## src/rtl/match_sequencer.sv

```systemverilog
// Match controller for a two-player ball game: serve delay, scoring, BCD match clock,
// pause and game-over handling. Every output is driven straight from a register.
`timescale 1ns/1ps
module match_sequencer #(
  parameter int SERVE_TICKS = 200,
  parameter int WIN_SCORE   = 7,
  parameter int MATCH_MIN   = 3
) (
  input  logic       clk,
  input  logic       rst,
  input  logic       tick_100hz,
  input  logic       tick_1hz,
  input  logic       start,
  input  logic       miss1,
  input  logic       miss2,
  output logic       stop,
  output logic       serve,
  output logic       serve_dir,
  output logic [2:0] score1,
  output logic [2:0] score2,
  output logic [3:0] t_min,
  output logic [3:0] t_s10,
  output logic [3:0] t_s1,
  output logic [2:0] state,
  output logic [1:0] winner
);

  typedef enum logic [2:0] {
    IDLE       = 3'd0,
    SERVE_WAIT = 3'd1,
    PLAY       = 3'd2,
    PAUSED     = 3'd3,
    OVER       = 3'd4
  } state_t;

  localparam logic [7:0] SERVE_LOAD = 8'(SERVE_TICKS);
  localparam logic [2:0] WIN        = 3'(WIN_SCORE);
  localparam logic [3:0] MIN_LOAD   = 4'(MATCH_MIN);

  state_t     state_reg, state_next;
  logic       stop_reg, stop_next;
  logic       serve_reg, serve_next;
  logic       serve_dir_reg, serve_dir_next;
  logic [2:0] score1_reg, score1_next;
  logic [2:0] score2_reg, score2_next;
  logic [3:0] t_min_reg, t_min_next;
  logic [3:0] t_s10_reg, t_s10_next;
  logic [3:0] t_s1_reg, t_s1_next;
  logic [1:0] winner_reg, winner_next;
  logic [7:0] serve_cnt_reg, serve_cnt_next;
  logic       start_r;
  logic       armed_reg;

  logic       start_edge;
  logic [3:0] dec_min, dec_s10, dec_s1;
  logic       dec_zero;

  // armed_reg masks the first clk after reset so a button held through reset is not an edge.
  assign start_edge = start & ~start_r & armed_reg;

  always_comb begin
    dec_min = t_min_reg;
    dec_s10 = t_s10_reg;
    dec_s1  = t_s1_reg;
    if (t_s1_reg != 4'd0) begin
      dec_s1 = t_s1_reg - 4'd1;
    end else if (t_s10_reg != 4'd0) begin
      dec_s10 = t_s10_reg - 4'd1;
      dec_s1  = 4'd9;
    end else if (t_min_reg != 4'd0) begin
      dec_min = t_min_reg - 4'd1;
      dec_s10 = 4'd5;
      dec_s1  = 4'd9;
    end
    dec_zero = (dec_min == 4'd0) && (dec_s10 == 4'd0) && (dec_s1 == 4'd0);
  end

  always_comb begin
    logic       win1, win2;
    logic [2:0] s1u, s2u;
    state_next     = state_reg;
    serve_next     = 1'b0;
    serve_dir_next = serve_dir_reg;
    score1_next    = score1_reg;
    score2_next    = score2_reg;
    t_min_next     = t_min_reg;
    t_s10_next     = t_s10_reg;
    t_s1_next      = t_s1_reg;
    winner_next    = winner_reg;
    serve_cnt_next = serve_cnt_reg;
    win1           = miss2 & ~miss1;
    win2           = miss1 & ~miss2;
    s1u            = score1_reg;
    s2u            = score2_reg;

    case (state_reg)
      IDLE: begin
        score1_next = 3'd0;
        score2_next = 3'd0;
        t_min_next  = MIN_LOAD;
        t_s10_next  = 4'd0;
        t_s1_next   = 4'd0;
        winner_next = 2'd0;
        if (start_edge) begin
          state_next     = SERVE_WAIT;
          serve_cnt_next = SERVE_LOAD;
        end
      end
      SERVE_WAIT: begin
        if (tick_100hz) begin
          serve_cnt_next = serve_cnt_reg - 8'd1;
          if (serve_cnt_reg == 8'd1) begin
            state_next = PLAY;
            serve_next = 1'b1;
          end
        end
      end
      PLAY: begin
        if (tick_1hz) begin
          t_min_next = dec_min;
          t_s10_next = dec_s10;
          t_s1_next  = dec_s1;
        end
        if (win1 && score1_reg < WIN) s1u = score1_reg + 3'd1;
        if (win2 && score2_reg < WIN) s2u = score2_reg + 3'd1;
        score1_next = s1u;
        score2_next = s2u;
        // The serve goes toward whoever just missed.
        if (win1)      serve_dir_next = 1'b1;
        else if (win2) serve_dir_next = 1'b0;

        if (win1 && s1u == WIN) begin
          state_next  = OVER;
          winner_next = 2'd1;
        end else if (win2 && s2u == WIN) begin
          state_next  = OVER;
          winner_next = 2'd2;
        end else if (tick_1hz && dec_zero) begin
          state_next  = OVER;
          winner_next = (s1u > s2u) ? 2'd1 : (s2u > s1u) ? 2'd2 : 2'd3;
        end else if (miss1 || miss2) begin
          state_next     = SERVE_WAIT;
          serve_cnt_next = SERVE_LOAD;
        end else if (start_edge) begin
          state_next = PAUSED;
        end
      end
      PAUSED: begin
        if (start_edge) state_next = PLAY;
      end
      OVER: begin
        if (start_edge) state_next = IDLE;
      end
      default: state_next = IDLE;
    endcase

    stop_next = (state_next != PLAY);
  end

  always_ff @(posedge clk or posedge rst) begin
    if (rst) begin
      state_reg     <= IDLE;
      stop_reg      <= 1'b1;
      serve_reg     <= 1'b0;
      serve_dir_reg <= 1'b0;
      score1_reg    <= 3'd0;
      score2_reg    <= 3'd0;
      t_min_reg     <= MIN_LOAD;
      t_s10_reg     <= 4'd0;
      t_s1_reg      <= 4'd0;
      winner_reg    <= 2'd0;
      serve_cnt_reg <= 8'd0;
      start_r       <= 1'b0;
      armed_reg     <= 1'b0;
    end else begin
      state_reg     <= state_next;
      stop_reg      <= stop_next;
      serve_reg     <= serve_next;
      serve_dir_reg <= serve_dir_next;
      score1_reg    <= score1_next;
      score2_reg    <= score2_next;
      t_min_reg     <= t_min_next;
      t_s10_reg     <= t_s10_next;
      t_s1_reg      <= t_s1_next;
      winner_reg    <= winner_next;
      serve_cnt_reg <= serve_cnt_next;
      start_r       <= start;
      armed_reg     <= 1'b1;
    end
  end

  assign stop      = stop_reg;
  assign serve     = serve_reg;
  assign serve_dir = serve_dir_reg;
  assign score1    = score1_reg;
  assign score2    = score2_reg;
  assign t_min     = t_min_reg;
  assign t_s10     = t_s10_reg;
  assign t_s1      = t_s1_reg;
  assign state     = state_reg;
  assign winner    = winner_reg;

endmodule

```

## config.mk

```make
export PLATFORM = sky130hd
export DESIGN_NAME = match_sequencer
export DESIGN_NICKNAME = d
export VERILOG_FILES = /design/src/rtl/match_sequencer.sv
export SDC_FILE = /design/constraint.sdc
export NUM_CORES = 1
export LEC_CHECK = 0
export BUFFER_PORTS_ARGS = -buffer_cell sky130_fd_sc_hd__clkbuf_2
export CORE_MARGIN = 3
export CORE_UTILIZATION = 52
export DETAILED_ROUTE_END_ITERATION = 10
export PLACE_DENSITY = 0.72
export SYNTH_ARGS = -nofsm -noshare
export SYNTH_HDL_FRONTEND = slang
export SYNTH_SLANG_ARGS = --single-unit
```

## constraint.sdc

```tcl
create_clock -name clk -period 2.55 [get_ports clk]
set_input_delay 0.51 -clock clk [delete_from_list [all_inputs] [get_ports clk]]
set_output_delay 0.51 -clock clk [all_outputs]
set_load 0.02 [all_outputs]
```

==> impl_summary.md, run 1 <==
GRT
In the global route stage, overall resource usage came out at 0.232. The initial antenna violation count is 0. The via count of the first global-routing pass came to about 2100.

Entering global routing, the biggest net connects 37 pins. The global-route wire length before repair is 9870 um. Summed over all layers, the global routing overflow is 0.

Yosys
In the synthesized netlist the dominant register cell turns out to be dfrtp_1. The mean area per synthesized cell is ~8.6 sq um. The number of enable-type register cells in the synthesized netlist is 0. Synthesis inferred 36 register bits. The number of nets in the synthesized netlist is between 200 and 300. Counting every instance in the synthesized netlist gives 274. The share of flip-flops with an asynchronous set or reset is 1.00. The share of the Yosys chip area taken by registers is 0.382. The Yosys step of the flow raised 0 warnings. The count of distinct cell types in the synthesized netlist is 58.

The mapped cell area is 2370 sq um.

Finish
The layout overhead on the synthesized area is 27.7%. The number of nets in the finished design is 358. The number of fillers in the final layout is between 300 and 400. Of the cells placed in the final design, the portion with a size suffix greater than 1 is 0.324. Across the whole layout, storage elements account for approximately 910 sq um.

0 antenna diodes ended up in the layout. The register with the most flip-flops in the layout has 8 of them. Summing all multi-input logic gate instances after layout gives 1440 sq um.

Pwr
The static leakage is 1.39 nW. The worst-case IR drop observed on VDD is 0.898 mV. In this run the power density over the cells is approximately 1100 nW/um^2.

STA
The worst-case clock skew is approximately 0.0037 ns. The count of pins over their slew limit was 0. The transition time at the pin with the least slew margin is roughly 0.53 ns. The timing-limited maximum frequency is 401 MHz. The post-route fraction of the period consumed by the critical path is 0.978. The aggregate negative setup slack is 0 ns.

The worst relative slew slack is 0.643. The number of setup violations in the final report is 0. After layout, the minimum clock period comes to ~2.5 ns. The final hold violation count came to 0. After layout, the worst setup slack is 0.0549 ns.

Critical path
STA classifies the critical path endpoint as a register. The setup slack of the worst register-to-register path is roughly 0.055 ns. At the worst endpoint, the required time is 2.75 ns.

The kind of critical path is reg2reg. Following the worst setup path forward leads to its endpoint at winner[1]$_DFFE_PP0P_. The worst reg2reg path depth is 9. STA puts the critical path data arrival time at 2.69 ns. The launch point of the critical path is t_min[1]$_DFFE_PP1P_. The endpoint identified for the worst register-to-register timing path is winner[1]$_DFFE_PP0P_. The worst register-to-register path begins at t_min[1]$_DFFE_PP1P_.

The biggest fanout along the worst timing path is 6. STA classifies the critical path startpoint as a register.

Clock network
The H-tree was split into 2 levels. The root buffer cell chosen for the clock tree is clkbuf_8. CTS saw 36 sinks. TritonCTS built the clock tree. The number of buffers created by CTS is 5.

Clock-pin slew was measured on the worst setup and hold paths at 0.07 ns. The maximum clock insertion buffer count is 2. The later pin in the worst-skew pair is clocked with a latency of 0.29 ns.

Floorplan
The row count is 23. 33 I/O pins were placed. From bottom edge to top edge, the die measures 73.5 um. The die outline area is 5400 sq um. For this configuration, the core starts out at a cell density of 0.564. The die span in x is 73.5 um. After floorplanning, the core was sized to cover between 4000 and 5000 sq um.

Drt
The via density per instance is 5.97. The number of routed nets with antenna violations is 0. After detailed routing, the average wire length per cell comes to 15.1 um. The first routing iteration left ~140 violations. After detailed routing, the number of remaining DRC violations is 0.

The routed wire length is 5870 um. Summing over every cut layer, the via total after detailed routing is 2322. The detailed-routing iteration count for the pre-antenna-repair pass is 4.

Placed design
The congestion estimate from routability-driven global placement came to 0.861. Summed over all nets, the half-perimeter wirelength after detailed placement is 4110 um. Buffers placed on the I/O ports in this run total 32.

The minimum setup slack after placement is -0.144 ns.

Flow run
The max-capacitance violation count is 0.

Min path
The class of the worst hold path is in2async.

Status
The run finished with clean final reports.
cell usage in the layout, fill, tap and decap left out, drive strengths merged, types with 3 or more instances in the layout:
| cell | instances |
|---|---|
| and3 | 3 |
| nor3 | 7 |
| o21ai | 26 |
| nor3b | 3 |
| a22o | 6 |
| or4 | 3 |
| a21oi | 24 |
| dfrtp | 33 |
| nand2b | 3 |
| nor4 | 3 |
| mux2i | 3 |
| o22ai | 4 |
| o2111ai | 4 |
| or3 | 3 |
| nand2 | 25 |
| clkbuf | 39 |
| inv | 19 |
| a31oi | 3 |
| buf | 34 |
| dfstp | 3 |
| nor2 | 20 |
| a2bb2oi | 3 |
| nand3 | 15 |
| ha | 13 |
| or3b | 3 |
final cells by class:
class | instances | share of cell area
clock buffers | 7 | 0.0318
clock inverters | 1 | 0.00992
inverters | 19 | 0.0236
multi-input cells | 210 | 0.476
flip-flops and latches | 36 | 0.299
well taps | 50 | 0.0207
repair buffers | 66 | 0.138
through the flow:
step                      instances  instance area, sq um   util  power [mW]  hold WS, ns
after global placement          381                  2820  0.671        2.61        0.496
after detailed placement        381                  2820  0.671        2.63        0.509
after CTS                       389                  2940  0.701        3.21        0.311
after global routing            389                  3030  0.720        3.59        0.329
after floorplan                 274                  2380      -        2.00        0.499
final                           389                  3030  0.720        3.32        0.292
Yosys cell counts (4+ instances only):
cell type | n | share of area
a21oi_1 | 24 | 0.051
o21ai_0 | 25 | 0.053
nand2_1 | 25 | 0.040
dfrtp_1 | 33 | 0.35
nand3_1 | 15 | 0.032
inv_1 | 19 | 0.030
ha_1 | 13 | 0.069
a22o_1 | 6 | 0.022
nor3_1 | 7 | 0.015
clkbuf_1 | 7 | 0.011
nor2_1 | 19 | 0.030
o22ai_1 | 4 | 0.011
worst min-delay path by stage:
| stage | start | endpoint | slack, ns |
|---|---|---|---|
| 2_1_floorplan | serve_cnt_reg[4]$_DFFE_PP0P_ | serve_cnt_reg[4]$_DFFE_PP0P_ | 0.50 |
| 3_3_place_gp | serve_dir$_DFFE_PP0P_ | serve_dir$_DFFE_PP0P_ | 0.50 |
| 3_5_place_dp | winner[1]$_DFFE_PP0P_ | winner[1]$_DFFE_PP0P_ | 0.51 |
| 4_1_cts | rst | t_s1[1]$_DFFE_PP0P_ | 0.31 |
| 5_1_grt | start | start_r$_DFF_PP0_ | 0.33 |
| 6_report | rst | serve_cnt_reg[3]$_DFFE_PP0P_ | 0.29 |
cell families after synthesis:
| group | count (synthesis) | share of synthesized area |
|---|---|---|
| other | 1 | 0.00158 |
| XOR/XNOR | 2 | 0.00739 |
| flip-flops | 36 | 0.382 |
| AO/OA/AOI/OAI | 92 | 0.259 |
| adder cells (fa/ha/maj) | 13 | 0.0686 |
| buffers and inverters | 28 | 0.0454 |
| AND/OR/NAND/NOR | 97 | 0.214 |
| multiplexers | 5 | 0.0222 |
power breakdown:
group          leakage (nW)  switching (mW)  internal [mW]  total [mW]
registers             0.460           0.160          0.734       0.895
clock network        0.0645           0.220          0.345       0.565
logic                 0.867            1.05          0.807        1.86
timing repair:
item,in CTS,in global routing
endpoints found under the hold margin,0,0
endpoints found under the setup margin,0,14
hold buffers,0,0
buffers inserted,0,0
gates resized for setup,0,19
per-layer routing:
metal  wire length [um]  GRT usage  vias up
li1                   -          -     1146
met1               2660      0.316     1086
met2               2760      0.378       82
met3                369     0.0424        8
met4                 78     0.0644        0
met5                  0          0        -
critical path: stages (launching register included):
cell and delay (ns):
dfstp_2 0.54, inv_2 0.05, ha_4 0.16, buf_6 0.12
and4bb_2 0.21, a22oi_2 0.17, o2111ai_2 0.18, or4_4 0.59
and2_4 0.18, o32ai_2 0.21
(Power assumes the default switching activity.)
==> inputs of run 2 (changes only) <==
--- a/config.mk
+++ b/config.mk
@@ -9,7 +9,7 @@
 export CORE_MARGIN = 3
 export CORE_UTILIZATION = 52
 export DETAILED_ROUTE_END_ITERATION = 10
-export PLACE_DENSITY = 0.72
+export PLACE_DENSITY = 0.81
 export SYNTH_ARGS = -nofsm -noshare
 export SYNTH_HDL_FRONTEND = slang
 export SYNTH_SLANG_ARGS = --single-unit
==> run 2 against run 1 <==
- count of clock-buffer cells in the layout down 2
- clock skew grew 0.0066 ns
- critical path depth stayed put
- sequential power is 1% lower
- clock power decreased by 9.4%
- cell area shrank 0.62%
- via count increased by 0.22%
- power is 1.1% lower
==> impl_summary.md, run 2 (synthesized netlist as in run 1, its figures left out) <==
Pwr
Across the VDD grid, the largest voltage drop is approximately 0.65 mV. The internal power of the cells totals 1.84 mW. For this design the ratio of total power to cell area is 1090 nW/um^2. Of the total power, the share spent switching nets is 0.441.

For this design the static power due to leakage is 1.38 nW. The part of the power in combinational logic is 0.576. The share of total power dissipated in sequential elements is 0.269. The share of total power dissipated in the clock network is 0.156. For this design the total switching power over the nets is 1.45 mW.

Flow run
The max-capacitance violation count is 0.

Finish
Leaving out fill and tap cells, the most frequent cell in the layout is buf_4. 0 antenna diodes ended up in the layout. In the layout the commonest cells are buf_4, clkbuf_2, dfrtp_1, o21ai_0, nand2_1. The filler cells instantiated in the layout total approximately 320. The final layout contains 359 nets. The layout overhead on the synthesized area is 26.9%. The flip-flop count of the largest register, all copies and words added is 8. The ratio of cells with drive above 1 in the final layout is 0.326.

Clock network
The clock tree root buffer cell is clkbuf_8. The clock tree synthesis step divided the H-tree into 2 levels. The maximum clock insertion buffer count is 2. The number of buffers created by CTS is 5.

After clock tree synthesis, the clock-pin slew on the worst setup and hold paths is approximately 0.080 ns. Clock tree synthesis found a total of 36 sinks. The clock reaches the later pin of the worst-skew pair after 0.30 ns. TritonCTS built the clock tree.

Drt
After detailed routing, the number of vias per cell comes to 5.97. The number of routed nets with antenna violations is 0. The count of vias placed by the detailed router is 2327. The remaining design rule violation count is 0. The count of routing violations after the opening detailed-route iteration is 145. The first detailed-routing pass ran for 4 iterations. The average wire length per cell after detail routing is 15.4 um. Summed over all layers, the routed wires come to 6000 um.

Critical path
The arrival time reported for the critical path endpoint is 2.67 ns. In this run the critical register-to-register path is captured at winner[1]$_DFFE_PP0P_. The worst reg2reg path depth is 9. The worst setup path is of the reg2reg kind. For the worst setup path, the data required time is 2.72 ns.

The biggest fanout along the worst timing path is 12. The launch point of the worst reg-to-reg path is t_s1[0]$_DFFE_PP0P_. For flop-to-flop paths, the worst setup slack is 0.05 ns. The kind of start point of the critical path is a register. STA classifies the critical path endpoint as a register.

GRT
The largest net degree at the start of global routing is 37. The first global-routing pass estimated just under 10000 um of wire. For this run, the total global-route usage over all layers was measured as 0.228. The via count of the first global-routing pass is 2092. The overflow left after global routing is 0. The initial antenna violation count is 0.

STA
The worst-case clock skew is 0.0103 ns. The worst-case setup margin in the final layout is 0.0517 ns. The final hold violation count is 0. The aggregate negative setup slack is 0 ns. The clock period could shrink to around 2.5 ns. For this run, the top clock speed supported by timing is 400 MHz. Setup repair after global routing could not meet its margin everywhere. The count of pins over their slew limit came to 0. In the finished design, the share of the clock period the worst path needs comes to 0.980. The number of setup violations in the final report is 0.

Status
The flow ran to the end, and the final reports show no timing, DRC or antenna violations.

Placed design
The minimum setup slack after placement is -0.0779 ns. The count of buffers added on input and output ports is 32. At the end of routability-driven placement, the weighted congestion stood at 0.953. The total half-perimeter wirelength after legalization and detailed placement is around 4200 um.

Floorplan
In this run the vertical extent of the chip is roughly 74 um. The floorplan step set the die width to between 70 and 80 um. The number of top-level design ports is 33. The floorplan has 23 rows. The die outline area is 5400 sq um.

The initial standard-cell utilization of the core is 0.564. The core outline area is 4200 sq um.

Min path
The class of the worst hold path is in2async.
[run 2: stage by stage]
step / util / power, mW / instances / hold slack, ns / cell area, sq um
CTS: 0.697 / 3.16 / 388 / 0.300 / 2930
global placement: 0.669 / 2.58 / 380 / 0.494 / 2810
detailed placement: 0.669 / 2.63 / 380 / 0.498 / 2810
global route: 0.716 / 3.53 / 390 / 0.320 / 3010
finish: 0.716 / 3.28 / 390 / 0.287 / 3010
floorplan: - / 2.00 / 274 / 0.499 / 2380
[run 2: power by group through the flow]
stage / clock, mW / sequential [mW] / combinational (mW)
2_1_floorplan: 0 / 1.00 / 1.00
3_3_place_gp: 0 / 0.875 / 1.70
3_5_place_dp: 0 / 0.882 / 1.75
4_1_cts: 0.529 / 0.873 / 1.76
5_1_grt: 0.543 / 0.906 / 2.08
6_report: 0.512 / 0.882 / 1.89
[run 2: critical path, cell delays in order, from the launching register on]
cell       delay, ns
dfrtp_2         0.41
inv_2           0.08
ha_4            0.15
nor3b_1         0.28
buf_4           0.24
a21o_2          0.15
o2111ai_2       0.14
or4_4           0.59
a31oi_1         0.23
o32ai_2         0.11
[run 2: timing repair]
action                                 in CTS  in global routing
gates resized for setup                     1                 16
endpoints found under the hold margin       0                  0
setup buffers                               0                  2
hold buffers                                0                  0
setup endpoints to repair                   2                 14
pin swaps                                   0                  7
[run 2: cell type report]
type	instances	area, sq um	area share
multi-input cells	210	1430	0.476
flip-flops and latches	36	907	0.302
repair buffers	67	423	0.141
inverters	19	71.3	0.0237
clock buffers	5	68.8	0.0229
well taps	50	62.6	0.0208
clock inverters	3	42.5	0.0141
[run 2: worst max path at each step]
stage                                      from               endpoint  slack, ns
after floorplan            t_s10[0]$_DFFE_PP0P_  winner[1]$_DFFE_PP0P_       0.01
after global placement                    miss1  winner[0]$_DFFE_PP0P_       0.04
after detailed placement                  miss1  winner[0]$_DFFE_PP0P_      -0.08
after CTS                  t_min[0]$_DFFE_PP1P_  winner[1]$_DFFE_PP0P_      0.004
after global routing      score1[0]$_DFFE_PP0P_  winner[0]$_DFFE_PP0P_      -0.05
final                       t_s1[0]$_DFFE_PP0P_  winner[1]$_DFFE_PP0P_       0.05
[run 2: metal layers]
metal  wire length [um]  track usage
met4                 93       0.0724
met1               2740        0.326
met5                  0            0
met2               2800        0.344
met3                356       0.0492
